==> config.mk <==
export PLATFORM = sky130hd
export DESIGN_NAME = parity_frame_ctrl
export DESIGN_NICKNAME = d
export VERILOG_FILES = /design/src/rtl/parity_frame_ctrl.sv
export SDC_FILE = /design/constraint.sdc
export NUM_CORES = 1
export LEC_CHECK = 0
export BUFFER_PORTS_ARGS = -buffer_cell sky130_fd_sc_hd__buf_2
export CAP_MARGIN = 20
export CORE_AREA = 2 2 42 44
export CTS_BUF_LIST = sky130_fd_sc_hd__clkbuf_4
export CTS_CLUSTER_DIAMETER = 40
export DETAILED_ROUTE_END_ITERATION = 7
export DIE_AREA = 0 0 44 46
export PLACE_DENSITY_LB_ADDON = 0.3
export SLEW_MARGIN = 20
export SYNTH_ARGS = -nofsm -noshare
export SYNTH_HDL_FRONTEND = slang
export SYNTH_SLANG_ARGS = --single-unit
export TNS_END_PERCENT = 30
==> constraint.sdc <==
create_clock -name CLK -period 4 [get_ports CLK]
set_input_delay 0.2 -clock CLK [delete_from_list [all_inputs] [get_ports CLK]]
set_output_delay 0.2 -clock CLK [all_outputs]
set_load 0.02 [all_outputs]
==> src/rtl/parity_frame_ctrl.sv <==
// -----------------------------------------------------------------------------
// parity_frame_ctrl
//
// Serial frame sequencer for a running-parity transmit path. A parallel word is
// taken over a valid/ready handshake, shifted out LSB-first one bit per cycle
// while a running parity accumulator (acc <= acc ^ bit) folds in every data bit
// consumed, and the generated parity bit is appended after the data bits.
// Every output is decoded from registered state only; no input reaches an
// output combinationally.
//
// Parameters:
//   DATA_W  data bits per frame (2..32)
//   ODD     parity sense: 1 = odd (data+parity has an odd number of ones),
//           0 = even
//
// Optional feature (compile-time macro STOP_BIT_EN):
//   defined   -> a stop bit (constant 1) follows the parity bit; frame_end
//                moves from the parity bit to the stop bit; frame length is
//                DATA_W+2.
//   undefined -> the frame ends at the parity bit; frame length is DATA_W+1.
//
// Ports:
//   CLK          clock, all state changes on the rising edge
//   reset_n      asynchronous active-low reset; abandons any frame in flight
//   in_valid     source presents in_data
//   in_ready     controller can accept a word (IDLE only)
//   in_data      parallel word, captured on the handshake edge
//   ser_stall    sink back-pressure; freezes the current bit and all state
//   ser_out      serial bit presented this cycle
//   ser_valid    ser_out carries a frame bit
//   frame_start  first data bit is being presented
//   frame_end    last bit of the frame is being presented
//   par_run      running parity accumulator (XOR of data bits consumed so far)
//   busy         controller is not in IDLE
// -----------------------------------------------------------------------------
module parity_frame_ctrl #(
    parameter int DATA_W = 8,
    parameter int ODD    = 1
) (
    input  logic              CLK,
    input  logic              reset_n,
    input  logic              in_valid,
    output logic              in_ready,
    input  logic [DATA_W-1:0] in_data,
    input  logic              ser_stall,
    output logic              ser_out,
    output logic              ser_valid,
    output logic              frame_start,
    output logic              frame_end,
    output logic              par_run,
    output logic              busy
);

    localparam int              CNT_W    = (DATA_W > 1) ? $clog2(DATA_W) : 1;
    localparam logic [CNT_W-1:0] LAST_CNT = CNT_W'(DATA_W - 1);
    localparam logic            ODD_BIT  = (ODD != 0);

`ifdef STOP_BIT_EN
    typedef enum logic [1:0] {
        S_IDLE = 2'd0,
        S_DATA = 2'd1,
        S_PAR  = 2'd2,
        S_STOP = 2'd3
    } state_t;
`else
    typedef enum logic [1:0] {
        S_IDLE = 2'd0,
        S_DATA = 2'd1,
        S_PAR  = 2'd2
    } state_t;
`endif

    state_t            state_q, state_d;
    logic [DATA_W-1:0] shift_q, shift_d;
    logic [CNT_W-1:0]  cnt_q,   cnt_d;
    logic              acc_q,   acc_d;

    // -------------------------------------------------------------------------
    // State register
    // -------------------------------------------------------------------------
    // NOTE: sequential state uses non-blocking assignments so every register
    // samples the pre-edge value of every other register, independent of
    // process ordering in simulation.
    always_ff @(posedge CLK or negedge reset_n) begin
        if (!reset_n) begin
            state_q <= S_IDLE;
            shift_q <= '0;
            cnt_q   <= '0;
            acc_q   <= 1'b0;
        end else begin
            state_q <= state_d;
            shift_q <= shift_d;
            cnt_q   <= cnt_d;
            acc_q   <= acc_d;
        end
    end

    // -------------------------------------------------------------------------
    // Next-state logic
    // -------------------------------------------------------------------------
    // NOTE: every signal driven here gets a hold-value default first; a path
    // that left one unassigned would infer a latch.
    always_comb begin
        state_d = state_q;
        shift_d = shift_q;
        cnt_d   = cnt_q;
        acc_d   = acc_q;

        case (state_q)
            S_IDLE: begin
                // ser_stall has no meaning before a frame starts.
                if (in_valid) begin
                    shift_d = in_data;
                    cnt_d   = '0;
                    acc_d   = 1'b0;
                    state_d = S_DATA;
                end
            end

            S_DATA: begin
                if (!ser_stall) begin
                    acc_d   = acc_q ^ shift_q[0];
                    shift_d = {1'b0, shift_q[DATA_W-1:1]};
                    // The counter parks on the last index instead of wrapping.
                    if (cnt_q == LAST_CNT) begin
                        state_d = S_PAR;
                    end else begin
                        cnt_d = cnt_q + CNT_W'(1);
                    end
                end
            end

            S_PAR: begin
                // The accumulator is kept so par_run still reports the full
                // data parity until the next word is accepted.
                if (!ser_stall) begin
`ifdef STOP_BIT_EN
                    state_d = S_STOP;
`else
                    state_d = S_IDLE;
`endif
                end
            end

`ifdef STOP_BIT_EN
            S_STOP: begin
                if (!ser_stall) begin
                    state_d = S_IDLE;
                end
            end
`endif

            default: begin
                state_d = S_IDLE;
            end
        endcase
    end

    // -------------------------------------------------------------------------
    // Output decode (registered state only)
    // -------------------------------------------------------------------------
    always_comb begin
        ser_out     = 1'b0;
        ser_valid   = 1'b0;
        frame_start = 1'b0;
        frame_end   = 1'b0;

        case (state_q)
            S_DATA: begin
                ser_out     = shift_q[0];
                ser_valid   = 1'b1;
                frame_start = (cnt_q == '0);
            end

            S_PAR: begin
                // Odd parity inverts the data XOR so the ones count comes out odd.
                ser_out   = acc_q ^ ODD_BIT;
                ser_valid = 1'b1;
`ifndef STOP_BIT_EN
                frame_end = 1'b1;
`endif
            end

`ifdef STOP_BIT_EN
            S_STOP: begin
                ser_out   = 1'b1;
                ser_valid = 1'b1;
                frame_end = 1'b1;
            end
`endif

            default: begin
            end
        endcase
    end

    assign in_ready = (state_q == S_IDLE);
    assign busy     = (state_q != S_IDLE);
    assign par_run  = acc_q;

endmodule

---- Word level (Yosys, flattened, before mapping) ----
Index checks and enable logic that the tools add are counted.
storage, ports and cells
  register bits ........................... 14
  input bits .............................. 12
  output and inout bits ................... 7
  logic and storage cells ................. 42
operators by class
  add/subtract/negate cells ............... 1
  equal/unequal tests ..................... 8
  multiplexer cells ....................... 19
  bitwise gates (word level) .............. 2
  reduce and logical (&&, ||, !) cells .... 8
operators with widths
  operator             number
  $mux 8               2
  $pmux 8 s2           1
  $ne 2x2->1 const B   5
  $mux 3               3
  $mux 2               4
  $reduce_and 4->1     2
  $pmux 2 s3           1
  $pmux 3 s2           1
  $mux 1               5
  $pmux 1 s2           2
  $reduce_bool 2->1    2
  $add 3x1->3 const B  1
  $eq 3x3->1 const B   1
  $logic_not 3->1      1
  $reduce_and 3->1     1
  $eq 2x1->1 const B   1
  $eq 2x2->1 const B   1
  $logic_not 2->1      1
  $reduce_or 2->1      1
  $not 1->1            1
  $xor 1x1->1          1

---- Depth between registers and ports, before layout ----
  depth in word-level cells ............... 4
  mapped depth ............................ 7
  gate-level depth less buffers ........... 5

---- Worst setup path after synthesis ----
Ideal clock, no wire load.
  path type ............................... register -> register
  from .................................... register state_q[0]
  to ...................................... register shift_q[0]
  setup time .............................. 0.125 ns
  data arrival time ....................... 1.600 ns
  data required time ...................... 3.875 ns
  setup slack ............................. 2.275 ns
  stages on the path, launching flop included .. 7
  buffers on the path ..................... 1
  clock period less this slack ............ 1.725 ns
  cell sequence ........................... dfrtp_1 > inv_1 > ha_1 > nor2b_4 > a211o_1 > buf_6 > mux2_4
between the ends
  longest elaborated chain between the ends .. 3
  elaborated cells between the ends (all ways) .. 7
  classes of those cells .................. eq/ne (3); mux (1); reduce/logical (3)
RTL lines
  what                                                                     line  source
  from (decl)                                                              73    state_t state_q, state_d;
  from (signal assigned)                                                   91    state_q <= state_d;
  $logic_not 2->1 (*)                                                      --
  via in_ready                                                             43    output logic in_ready,
  $ne 2x2->1 (no source line) / $reduce_bool 2->1 (equally long branches)  --
  $reduce_and 3->1 (no source line)                                        --
  to (signal assigned)                                                     92    shift_q <= shift_d;
  to (decl)                                                                74    logic [DATA_W-1:0] shift_q, shift_d;
The timed path passes the listed nets; every way through them passes the cells marked *.
A chain may end at the register's enable or synchronous reset.

---- Worst setup path in the final report ----
  from .................................... register state_q[1]
  to ...................................... register shift_q[6]
between the ends
  longest elaborated chain between the ends .. 3
  elaborated cells between the ends (all ways) .. 7
  classes of those cells .................. eq/ne (3); mux (1); reduce/logical (3)
RTL lines
  what                                                                     line  source
  $eq 2x1->1 / $logic_not 2->1 (equally long branches)                     109   case (state_q)
  $ne 2x2->1 (no source line) / $reduce_bool 2->1 (equally long branches)  --
  $reduce_and 3->1 (no source line)                                        --
Several ways; a longest one is shown, not always the timed one.

==> results.yml <==
outcome:
  status: "finished clean"
logic_synthesis:
  avgSynthCellArea_um2: 11.8
  ys_seq_area_share_pct: 40.2
  synth_seq_cells: 14
  synthSimpleGateAreaFrac_pct: 9.33
  yosys.cell_types.count: 22
  synth-edff-count: 0
  yosysTopAreaCellShare_pct: 40.2
  async_reset_ff_share_pct: 100
  synth_top_cell_by_area: "dfrtp_1"
  yosysWarnings: 0
  synth_xor_xnor_area_share_pct: 0
  synth_cells: 74
  yosys.cell_count.top_type: "dfrtp_1"
  synth.area.top_cells: "dfrtp_1, mux2_4, ha_1, mux2_2, mux2i_1"
  synth_compound_area_share_pct: 8.03
  synth_fp_nets: 93
  synth.cells.most_frequent: "dfrtp_1, mux2_4, ha_1, inv_1, mux2_2"
  synth.mux.area_fraction_pct: 26.3
  synth_fa_ha_area_share_pct: 10.0
  synth_top_family_by_area: "multiplexers"
  syn_area_um2: 872
  synthFlopType: "dfrtp_1"
placed_design:
  post-place-ws_ns: 1.88
  dp_cells: 106
  globalplace.congestion: 0.762
  port_buffers: 18
  hpwl_um: 1170
hold_path:
  min_path_type: "in2reg"
  hp-start: "in_valid"
  holdPathEnd: "state_q[0]$_DFFE_PN0P_"
  min_path_cells: 3
floorplanning:
  std_cell_rows: 15
  die_area_mm2: 0.00202
  core_area_mm2: 0.00161
  io_pins: 19
  die_w_um: 44
  die_y_um: 46
  start_util_pct: 54.0
power:
  leakagePower_uw: 0.000513
  p_total_uw: 800
  power_density_mw_per_mm2: 806
  max-vdd-ir-drop_uv: 353
sta:
  fmax_mhz: 470
  grt_setup_unrepaired: "false"
  fin_worst_skew_ns: 0.00515
  setup_viol: 0
  period_needed_ns: 2.13
  fin_tns_setup_ns: 0
  period_share_pct: 53.1
  slew_viol_final: 0
  hold_viol: 0
  slew_headroom_pct: 55.9
  worst_slack_ns: 1.87
  worst_pin_slew_ns: 0.662
clock_network:
  cts_buffers: 3
  htree_levels: 1
  cts-root-buf: "clkbuf_4"
  clock_path_buffers: 2
  cts_setup_buffers: 0
  clock-sinks: 14
  clkTransAtPathRegs_ns: 0.08
  clock_latency_ns: 0.27
  tritoncts: "built"
global_route:
  grt_pass1_vias: 595
  antenna_found_initial: 0
  grt_use_total_pct: 17.5
  grt_pass1_wl_um: 2560
  overflow: 0
  grt_max_degree: 19
critical_path:
  rr_worst_depth: 5
  arrival_ns: 2.28
  r2r-start: "state_q[1]$_DFFE_PN0P_"
  cp_max_fo: 18
  rrSetupSlack_ns: 1.87
  r2r_end: "shift_q[6]$_DFFE_PN0P_"
  criticalPathCategory: "reg2reg"
  crit_path_end_kind: "register"
  startpoint: "state_q[1]$_DFFE_PN0P_"
  start_kind: "register"
  cp_data_required_time_ns: 4.16
final_layout:
  drive_above_1_share_pct: 39.4
  antenna_cells: 0
  area_growth_pct: 13.8
  multi_input_area_um2: 468
  final_cells: 111
  fill_cells: 145
  ff_latch_area_um2: 350
  finalNetCount: 114
routing:
  wl_per_cell_um: 13.5
  drcViolationCount: 0
  postRouteAntennaNets: 0
  vias: 599
  vias_per_cell: 5.40
  drt_iter0_drc: 5
  dr.pass1.iters: 3
  wirelength_um: 1500
job:
  cap_violations: 0
[timing repair]
action,in CTS,in global routing
endpoints found under the hold margin,14,0
hold buffers,1,0
resized for setup,0,0
[cells in the final DEF (no fill, tap or decap)]
cell type	instances
buf_2	18
dfrtp_1	14
mux2_4	8
inv_1	7
mux2_2	7
ha_1	7
nand2_1	4
nor2b_1	3
o21ai_0	3
a31oi_1	3
mux2i_1	3
clkbuf_4	3
nor2_1	2
o211ai_1	2
a22oi_1	1
and3_1	1
nor2b_4	1
or2b_1	1
nand4_1	1
nand2b_1	1
a211o_1	1
a21oi_1	1
clkinv_1	1
dlygate4sd3_1	1
[cells by family after synthesis]
family,count (synthesis)
AO/OA/AOI/OAI,11
adder cells (fa/ha/maj),7
flip-flops,14
multiplexers,18
buffers and inverters,10
AND/OR/NAND/NOR,14
[flip-flops by register name (all words and copies together), names as in the netlist]
signal   count
shift_q      8
cnt_q        3
state_q      2
par_run      1
[worst max-delay path, cell delays in order, from the launching register on]
cell and delay (ns):
dfrtp_1 0.40, inv_1 0.10, ha_1 0.59, nor2_1 0.13
a211o_1 0.43, mux2_4 0.36
[routing by layer]
layer,up-vias,part of all wire [%],track usage (%)
li1,296,-,-
met1,290,45,22.8
met2,11,51,28.2
met3,2,3.0,3.57
met4,0,1.2,7.27
met5,-,0,0
[power breakdown]
| group | leakage (uW) | switching (uW) | internal, uW |
|---|---|---|---|
| clock | 0.0000154 | 44.5 | 36.0 |
| combinational | 0.000324 | 222 | 250 |
| sequential | 0.000173 | 40.7 | 208 |
[how the worst max path moves through the flow]
stage,to
2_1_floorplan,shift_q[0]$_DFFE_PN0P_
3_3_place_gp,shift_q[0]$_DFFE_PN0P_
3_5_place_dp,shift_q[7]$_DFFE_PN0P_
4_1_cts,shift_q[6]$_DFFE_PN0P_
5_1_grt,shift_q[5]$_DFFE_PN0P_
6_report,shift_q[6]$_DFFE_PN0P_
[stage by stage]
step	cell area (um2)	util (%)	hold slack, ns
after floorplan	872	-	-0.0956
after global placement	956	59.2	0.112
after detailed placement	956	59.2	0.114
after CTS	992	61.5	0.269
after global routing	992	61.5	0.281
final	992	61.5	0.270
[cell type report]
type / count / area share, %
Inverter: 7 / 2.65
Sequential cell: 14 / 35.3
Timing Repair Buffer: 19 / 10.1
Multi-Input combinational cell: 50 / 47.2
Clock buffer: 3 / 2.27
Clock inverter: 1 / 0.378
Tap cell: 17 / 2.14
(Power assumes the default switching activity.)
